[config.mk]
export PLATFORM = sky130hd
export DESIGN_NAME = image_conv_ctrl_flat
export DESIGN_NICKNAME = d
export VERILOG_FILES = /design/src/rtl/image_conv_ctrl_if.sv /design/src/rtl/image_conv_ctrl.sv /design/src/flat_wrapper.sv
export SDC_FILE = /design/constraint.sdc
export NUM_CORES = 1
export LEC_CHECK = 0
export CORE_MARGIN = 3
export CORE_UTILIZATION = 56
export CTS_CLUSTER_DIAMETER = 60
export DETAILED_ROUTE_END_ITERATION = 7
export PLACE_DENSITY_LB_ADDON = 0.1
export SLEW_MARGIN = 15
export SYNTH_ARGS = -nofsm -noshare
export SYNTH_HDL_FRONTEND = slang
export SYNTH_SLANG_ARGS = --single-unit
[constraint.sdc]
create_clock -name clk -period 8.1 [get_ports clk]
set_clock_uncertainty 0.05 [all_clocks]
set_input_delay 1.62 -clock clk [delete_from_list [all_inputs] [get_ports clk]]
set_output_delay 1.62 -clock clk [all_outputs]
set_load 0.02 [all_outputs]
[src/rtl/image_conv_ctrl_if.sv]
// Pixel stream and datapath bundle for the convolution controller: upstream
// raster stream, downstream result stream and the window datapath hooks.
interface image_conv_ctrl_if #(
    parameter int PIXEL_WIDTH = 8
);
    logic                   in_valid;
    logic [PIXEL_WIDTH-1:0] in_pixel;
    logic                   in_ready;

    logic                   out_valid;
    logic [PIXEL_WIDTH-1:0] out_pixel;
    logic                   out_last;
    logic                   out_ready;

    logic                   conv_en;
    logic [PIXEL_WIDTH-1:0] conv_pixel;
    logic [1:0]             conv_mode;
    logic [PIXEL_WIDTH-1:0] conv_result;

    // Environment side: pixel source, result sink and the window datapath.
    modport master (
        output in_valid, in_pixel, out_ready, conv_result,
        input  in_ready, out_valid, out_pixel, out_last,
        input  conv_en, conv_pixel, conv_mode
    );

    // Controller side.
    modport slave (
        input  in_valid, in_pixel, out_ready, conv_result,
        output in_ready, out_valid, out_pixel, out_last,
        output conv_en, conv_pixel, conv_mode
    );
endinterface

[src/rtl/image_conv_ctrl.sv]
// Frame sequencer for a 3x3 sliding-window convolution: counts raster pixels,
// steps the window datapath and emits one result per fully covered window.
module image_conv_ctrl #(
    parameter int PIXEL_WIDTH = 8,
    parameter int DIM_W       = 11
) (
    input  logic             clk,
    input  logic             rst,
    input  logic             start,
    input  logic             abort,
    input  logic [DIM_W-1:0] cfg_width,
    input  logic [DIM_W-1:0] cfg_height,
    input  logic [1:0]       cfg_mode,
    image_conv_ctrl_if.slave px,
    output logic             busy,
    output logic             done,
    output logic             err_cfg
);
    typedef enum logic [1:0] {IDLE, RUN, DRAIN, DONE} state_t;

    state_t           state_q, state_d;
    logic [DIM_W-1:0] width_q, width_d;
    logic [DIM_W-1:0] height_q, height_d;
    logic [DIM_W-1:0] row_q, row_d;
    logic [DIM_W-1:0] col_q, col_d;
    logic [1:0]       mode_q, mode_d;
    logic             out_valid_q, out_valid_d;
    logic             out_last_q, out_last_d;
    logic             done_q, done_d;
    logic             err_cfg_q, err_cfg_d;

    logic             cfg_ok;
    logic             xfer;
    logic             end_of_row;
    logic             final_px;
    logic             producing;
    logic             out_hs;
    logic [PIXEL_WIDTH-1:0] result_w;

    assign cfg_ok     = (cfg_width >= DIM_W'(3)) && (cfg_height >= DIM_W'(3));
    assign end_of_row = (col_q == width_q - DIM_W'(1));
    assign final_px   = end_of_row && (row_q == height_q - DIM_W'(1));
    assign producing  = xfer && (row_q >= DIM_W'(2)) && (col_q >= DIM_W'(2));
    assign out_hs     = out_valid_q && px.out_ready;

    // Status and handshake outputs are forced low for as long as rst is held.
    assign px.in_ready = !rst && (state_q == RUN) && (!out_valid_q || px.out_ready);
    assign xfer        = px.in_valid && px.in_ready;

    assign px.conv_en    = xfer;
    assign px.conv_pixel = px.in_pixel;
    assign px.conv_mode  = mode_q;

    // The datapath result is registered and frozen while conv_en is low, so
    // it can be forwarded directly and stays stable through a stall.
    assign result_w     = px.conv_result;
    assign px.out_pixel = result_w;
    assign px.out_valid = out_valid_q && !rst;
    assign px.out_last  = out_last_q && !rst;
    assign busy         = (state_q != IDLE) && !rst;
    assign done         = done_q && !rst;
    assign err_cfg      = err_cfg_q && !rst;

    always_comb begin
        state_d     = state_q;
        width_d     = width_q;
        height_d    = height_q;
        mode_d      = mode_q;
        row_d       = row_q;
        col_d       = col_q;
        out_valid_d = out_valid_q;
        out_last_d  = out_last_q;
        done_d      = 1'b0;
        err_cfg_d   = 1'b0;

        case (state_q)
            IDLE: begin
                if (start) begin
                    if (cfg_ok) begin
                        width_d  = cfg_width;
                        height_d = cfg_height;
                        mode_d   = cfg_mode;
                        row_d    = '0;
                        col_d    = '0;
                        state_d  = RUN;
                    end else begin
                        err_cfg_d = 1'b1;
                    end
                end
            end
            RUN:     if (xfer && final_px) state_d = DRAIN;
            DRAIN: begin
                if (out_hs && out_last_q) begin
                    state_d = DONE;
                    done_d  = 1'b1;
                end
            end
            DONE:    state_d = IDLE;
            default: state_d = IDLE;
        endcase

        if (xfer) begin
            if (end_of_row) begin
                col_d = '0;
                row_d = row_q + DIM_W'(1);
            end else begin
                col_d = col_q + DIM_W'(1);
            end
        end

        // A new result replaces the one being accepted in the same cycle.
        if (producing) begin
            out_valid_d = 1'b1;
            out_last_d  = final_px;
        end else if (out_hs) begin
            out_valid_d = 1'b0;
            out_last_d  = 1'b0;
        end

        if (abort && (state_q != IDLE)) begin
            state_d     = IDLE;
            row_d       = '0;
            col_d       = '0;
            out_valid_d = 1'b0;
            out_last_d  = 1'b0;
            done_d      = 1'b0;
        end
    end

    always_ff @(posedge clk) begin
        if (rst) begin
            state_q     <= IDLE;
            width_q     <= '0;
            height_q    <= '0;
            mode_q      <= '0;
            row_q       <= '0;
            col_q       <= '0;
            out_valid_q <= 1'b0;
            out_last_q  <= 1'b0;
            done_q      <= 1'b0;
            err_cfg_q   <= 1'b0;
        end else begin
            state_q     <= state_d;
            width_q     <= width_d;
            height_q    <= height_d;
            mode_q      <= mode_d;
            row_q       <= row_d;
            col_q       <= col_d;
            out_valid_q <= out_valid_d;
            out_last_q  <= out_last_d;
            done_q      <= done_d;
            err_cfg_q   <= err_cfg_d;
        end
    end
endmodule
[src/flat_wrapper.sv]
// flat-port wrapper written by rule: the top's interface ports become plain ports
module image_conv_ctrl_flat 
#(
    parameter int PIXEL_WIDTH = 8,
    parameter int DIM_W       = 11
)
  (clk, rst, start, abort, cfg_width, cfg_height, cfg_mode, busy, done, err_cfg, px_in_valid, px_in_pixel, px_out_ready, px_conv_result, px_in_ready, px_out_valid, px_out_pixel, px_out_last, px_conv_en, px_conv_pixel, px_conv_mode);
  image_conv_ctrl_if #(.PIXEL_WIDTH(PIXEL_WIDTH)) px_i ();
  input  logic clk;
  input  logic rst;
  input  logic start;
  input  logic abort;
  input  logic [DIM_W-1:0] cfg_width;
  input  logic [DIM_W-1:0] cfg_height;
  input  logic [1:0] cfg_mode;
  output logic busy;
  output logic done;
  output logic err_cfg;
  input wire logic [$bits(px_i.in_valid)-1:0] px_in_valid;
  input wire logic [$bits(px_i.in_pixel)-1:0] px_in_pixel;
  input wire logic [$bits(px_i.out_ready)-1:0] px_out_ready;
  input wire logic [$bits(px_i.conv_result)-1:0] px_conv_result;
  output wire logic [$bits(px_i.in_ready)-1:0] px_in_ready;
  output wire logic [$bits(px_i.out_valid)-1:0] px_out_valid;
  output wire logic [$bits(px_i.out_pixel)-1:0] px_out_pixel;
  output wire logic [$bits(px_i.out_last)-1:0] px_out_last;
  output wire logic [$bits(px_i.conv_en)-1:0] px_conv_en;
  output wire logic [$bits(px_i.conv_pixel)-1:0] px_conv_pixel;
  output wire logic [$bits(px_i.conv_mode)-1:0] px_conv_mode;
  assign px_i.in_valid = px_in_valid;
  assign px_i.in_pixel = px_in_pixel;
  assign px_i.out_ready = px_out_ready;
  assign px_i.conv_result = px_conv_result;
  assign px_in_ready = px_i.in_ready;
  assign px_out_valid = px_i.out_valid;
  assign px_out_pixel = px_i.out_pixel;
  assign px_out_last = px_i.out_last;
  assign px_conv_en = px_i.conv_en;
  assign px_conv_pixel = px_i.conv_pixel;
  assign px_conv_mode = px_i.conv_mode;
  image_conv_ctrl #(.PIXEL_WIDTH(PIXEL_WIDTH), .DIM_W(DIM_W)) u_core (.clk(clk), .rst(rst), .start(start), .abort(abort), .cfg_width(cfg_width), .cfg_height(cfg_height), .cfg_mode(cfg_mode), .px(px_i), .busy(busy), .done(done), .err_cfg(err_cfg));
endmodule
==> reports/qor.yml <==
status:
  run_status: "finished clean"
clocking:
  clk_pin_slew_ns: 0.09
  cts_setup_buffers: 0
  postCtsHoldBufs: 0
  clock_sink_count: 52
  ctsRootBufferMaster: "clkbuf_8"
  tritoncts_clock_tree: "built"
  cts_buffers: 5
  clock_insertion_delay_worst_skew_ns: 0.30
  cts-root-to-sink-buffers: 2
  post_cts.resized_instances: 0
  htree_num_levels: 2
setup_path:
  critical_path.cell_chain: "clkdlybuf4s50_1 > buf_4 > and3b_1 > nand2_1 > inv_1 > clkdlybuf4s50_1"
  critPathLaunch: "rst"
  timing.critical_path.required_ns: 6.43
  timing.rr.start: "u_core.width_q[0]$_SDFFE_PP0P_"
  worst-r2r-cell-count: 9
  worst-path-max-fanout: 33
  timing.critical_path.slowest_stage_cell: "clkdlybuf4s50_1"
  path_delay_family: "buffers and inverters"
  path_common_cell: "clkdlybuf4s50_1"
  worst_setup_path_start_kind: "input pin"
  worst_endpoint_data_arrival_time_ns: 3.46
  critPathMaxStageDelay_ns: 0.55
  crit_path_end: "px_conv_en"
  reg2reg_setup_slack_ns: 4.63
  critical_path.endpoint_type: "output port"
  worst_r2r_endpoint: "u_core.row_q[0]$_SDFF_PP0_"
  worst-setup-path-type: "in -> out"
  cp_num_buf_inv: 4
  path_depth: 6
sta:
  max_slew_margin: 0.300
  setup_total_negative_slack_ns: 0
  hold_viol: 0
  maxSlewViolCount: 0
  fmax_mhz: 195
  tightest_slew_ns: 1.05
  period_share: 0.634
  hold_ws_ns: 0.449
  finalSetupViolCount: 0
  rsz0062_at_grt: "false"
  final.min_clock_period_ns: 5.13
floorplan:
  floorplan.die_area_sq_um: 7370
  placementRows: 28
  dieHeight_um: 85.9
  start_util: 0.589
  boundaryPins: 71
  fp.dieW_um: 85.9
  placeableCoreArea_sq_um: 6060
final_layout:
  finish.net_count: 506
  multiInputGateArea_sq_um: 2170
  area_growth_syn_to_layout_pct: 8.34
  fillCellCount: 570
  register_area_sq_um: 1040
  layout_cells_sized_above_1: 0.0819
  number_of_antenna_cells_inserted: 0
logic_synthesis:
  postSynthRegisterBits: 52
  post_synth_xor_area_fraction: 0.0539
  synth-adder-area-share: 0.0315
  synth_top_flop_cell: "dfxtp_1"
  syn_inst: 456
  synth_top_family_by_area: "simple AND/OR/NAND/NOR gates"
  synth-seq-area-share: 0.291
  netlist_area_sq_um: 3570
  area_share_of_and_or_nand_nor_cells_after_synthesis: 0.298
  async_reset_ff_frac: 0
  synth.top_cells.by_count: "52 x dfxtp_1, 45 x nor2_1, 34 x nand2_1, 34 x nand3_1, 29 x clkbuf_1"
  synth.largest_area_cell: "dfxtp_1"
  yosys-top-cells-area: "dfxtp_1 29%, mux2i_1 7.0%, nand3_1 4.8%"
  yosys.cell_types.count: 59
  synth_compound_area_frac: 0.146
  yosys.cell_count.top_type: "dfxtp_1"
  synth.area.mux_share: 0.0764
  synth.top_cell.area_share: 0.291
  synth_edf_count: 0
  yosys_warnings: 0
  syn-num-nets: 511
  synth.avg_cell_area_sq_um: 7.83
route:
  drt_iter0_markers: 136
  drt-vias-per-instance: 5.92
  detailed_route_wire_length_per_cell_um: 15.1
  ant_nets: 0
  route.final.wire_length_mm: 7.98
  routed-via-count: 3122
  post-route-drc-count: 0
  drt_pass1_iterations: 4
power:
  netSwitchingFraction: 0.379
  power_uw: 793
  total_leakage_power_uw: 0.00144
  share_clk_of_total_power: 0.192
  net-switching-power_uw: 300
  power.share.sequential: 0.393
  internal_power_uw: 492
  power_frac_comb: 0.414
  max-vdd-ir-drop_v: 0.000124
  powerDensity_nw_per_um2: 205
global_routing:
  grt_pass1_wl_mm: 13.9
  maximum_number_of_pins_on_one_net_before_global_route_repair: 34
  number_of_antenna_violations_at_the_first_check_in_global_routing: 0
  number_of_global_route_vias_before_repair: 3077
  global_route.overflow_total: 0
  gr-usage-all-layers: 0.227
placement:
  dp_hpwl_mm: 5.95
  gp_congestion: 0.908
  portBuffers: 38
min_path:
  worstHoldPathType: "reg -> reg"
flow_run:
  cap_viol_max_count: 0
state kept, by name (all words and copies together) (netlist names):
signal	count
u_core.width_q	11
u_core.out_last_q	1
u_core.px.conv_mode	2
u_core.done_q	1
u_core.err_cfg_q	1
u_core.out_valid_q	1
u_core.row_q	11
u_core.height_q	11
u_core.state_q	2
u_core.col_q	11
power groups by stage:
stage          logic [uW]  clock network, uW  registers (uW)
2_1_floorplan         282                  0             304
3_3_place_gp          320                  0             316
3_5_place_dp          328                  0             318
4_1_cts               329                158             311
5_1_grt               368                167             316
6_report              328                152             312
worst reg2reg max path, stage by stage, from the launching register on:
cell and delay, ns:
dfxtp_1 0.38, inv_1 0.08, ha_1 0.22, or4b_1 0.56, a2111oi_0 0.38, a21oi_1 0.09
o22ai_1 0.29, nand4_1 0.54, and2_1 0.50, a31o_2 0.29
metal layers:
layer	global-route usage	vias up	wire (um)
met4	0.0576	0	72
met5	0	-	0
li1	-	1591	-
met2	0.409	73	4090
met1	0.280	1450	3510
met3	0.0336	8	317
layout make-up:
| type | count | share of cell area |
|---|---|---|
| multi-input cells | 333 | 0.560 |
| repair buffers | 42 | 0.106 |
| well taps | 75 | 0.0242 |
| clock buffers | 7 | 0.0223 |
| clock inverters | 1 | 0.00194 |
| inverters | 17 | 0.0165 |
| flip-flops and latches | 52 | 0.269 |
placed cells by master, fill, tap and decap left out, types with 5 or more instances in the layout:
cell type | synthesis | layout
o21ai_0 | 5 | 5
mux2i_1 | 25 | 25
nand3_1 | 34 | 34
nor3_1 | 14 | 14
nand2_1 | 34 | 34
a31o_2 | 9 | 9
nand4_1 | 6 | 6
xor2_1 | 12 | 12
or3_1 | 17 | 17
a21oi_1 | 19 | 19
nor2_1 | 45 | 45
or2_2 | 6 | 6
nor2b_1 | 5 | 5
clkbuf_8 | 1 | 6
ha_1 | 9 | 9
a31oi_1 | 14 | 14
clkdlybuf4s50_1 | 0 | 38
inv_1 | 17 | 17
xnor2_1 | 10 | 10
dfxtp_1 | 52 | 52
nor4_1 | 12 | 12
logic make-up (layout without fill, tap and decap cells):
| kind of cell | Yosys count | in the layout |
|---|---|---|
| fa+ha+maj | 9 | 9 |
| compound gates | 75 | 75 |
| xor+xnor | 22 | 22 |
| flops | 52 | 52 |
| simple gates | 200 | 200 |
| mux | 27 | 27 |
| buf+inv | 71 | 67 |
how the worst min path moves through the flow:
stage,endpoint,cells past startpoint,from
2_1_floorplan,u_core.out_last_q$_SDFFE_PP0P_,2,u_core.out_last_q$_SDFFE_PP0P_
3_3_place_gp,u_core.px.conv_mode[0]$_SDFFE_PP0P_,2,u_core.px.conv_mode[0]$_SDFFE_PP0P_
3_5_place_dp,u_core.out_last_q$_SDFFE_PP0P_,2,u_core.out_last_q$_SDFFE_PP0P_
4_1_cts,u_core.out_last_q$_SDFFE_PP0P_,2,u_core.out_last_q$_SDFFE_PP0P_
5_1_grt,u_core.px.conv_mode[0]$_SDFFE_PP0P_,2,u_core.px.conv_mode[0]$_SDFFE_PP0P_
6_report,u_core.out_last_q$_SDFFE_PP0P_,2,u_core.out_last_q$_SDFFE_PP0P_
through the flow:
stage	utilization	setup slack, ns	area (sq um)	cells
2_1_floorplan	-	3.98	3570	456
3_3_place_gp	0.623	2.97	3780	519
3_5_place_dp	0.623	2.96	3780	519
4_1_cts	0.639	2.97	3870	527
5_1_grt	0.639	2.86	3870	527
6_report	0.639	2.97	3870	527
Note: power is estimated with default switching activity, not from simulation.
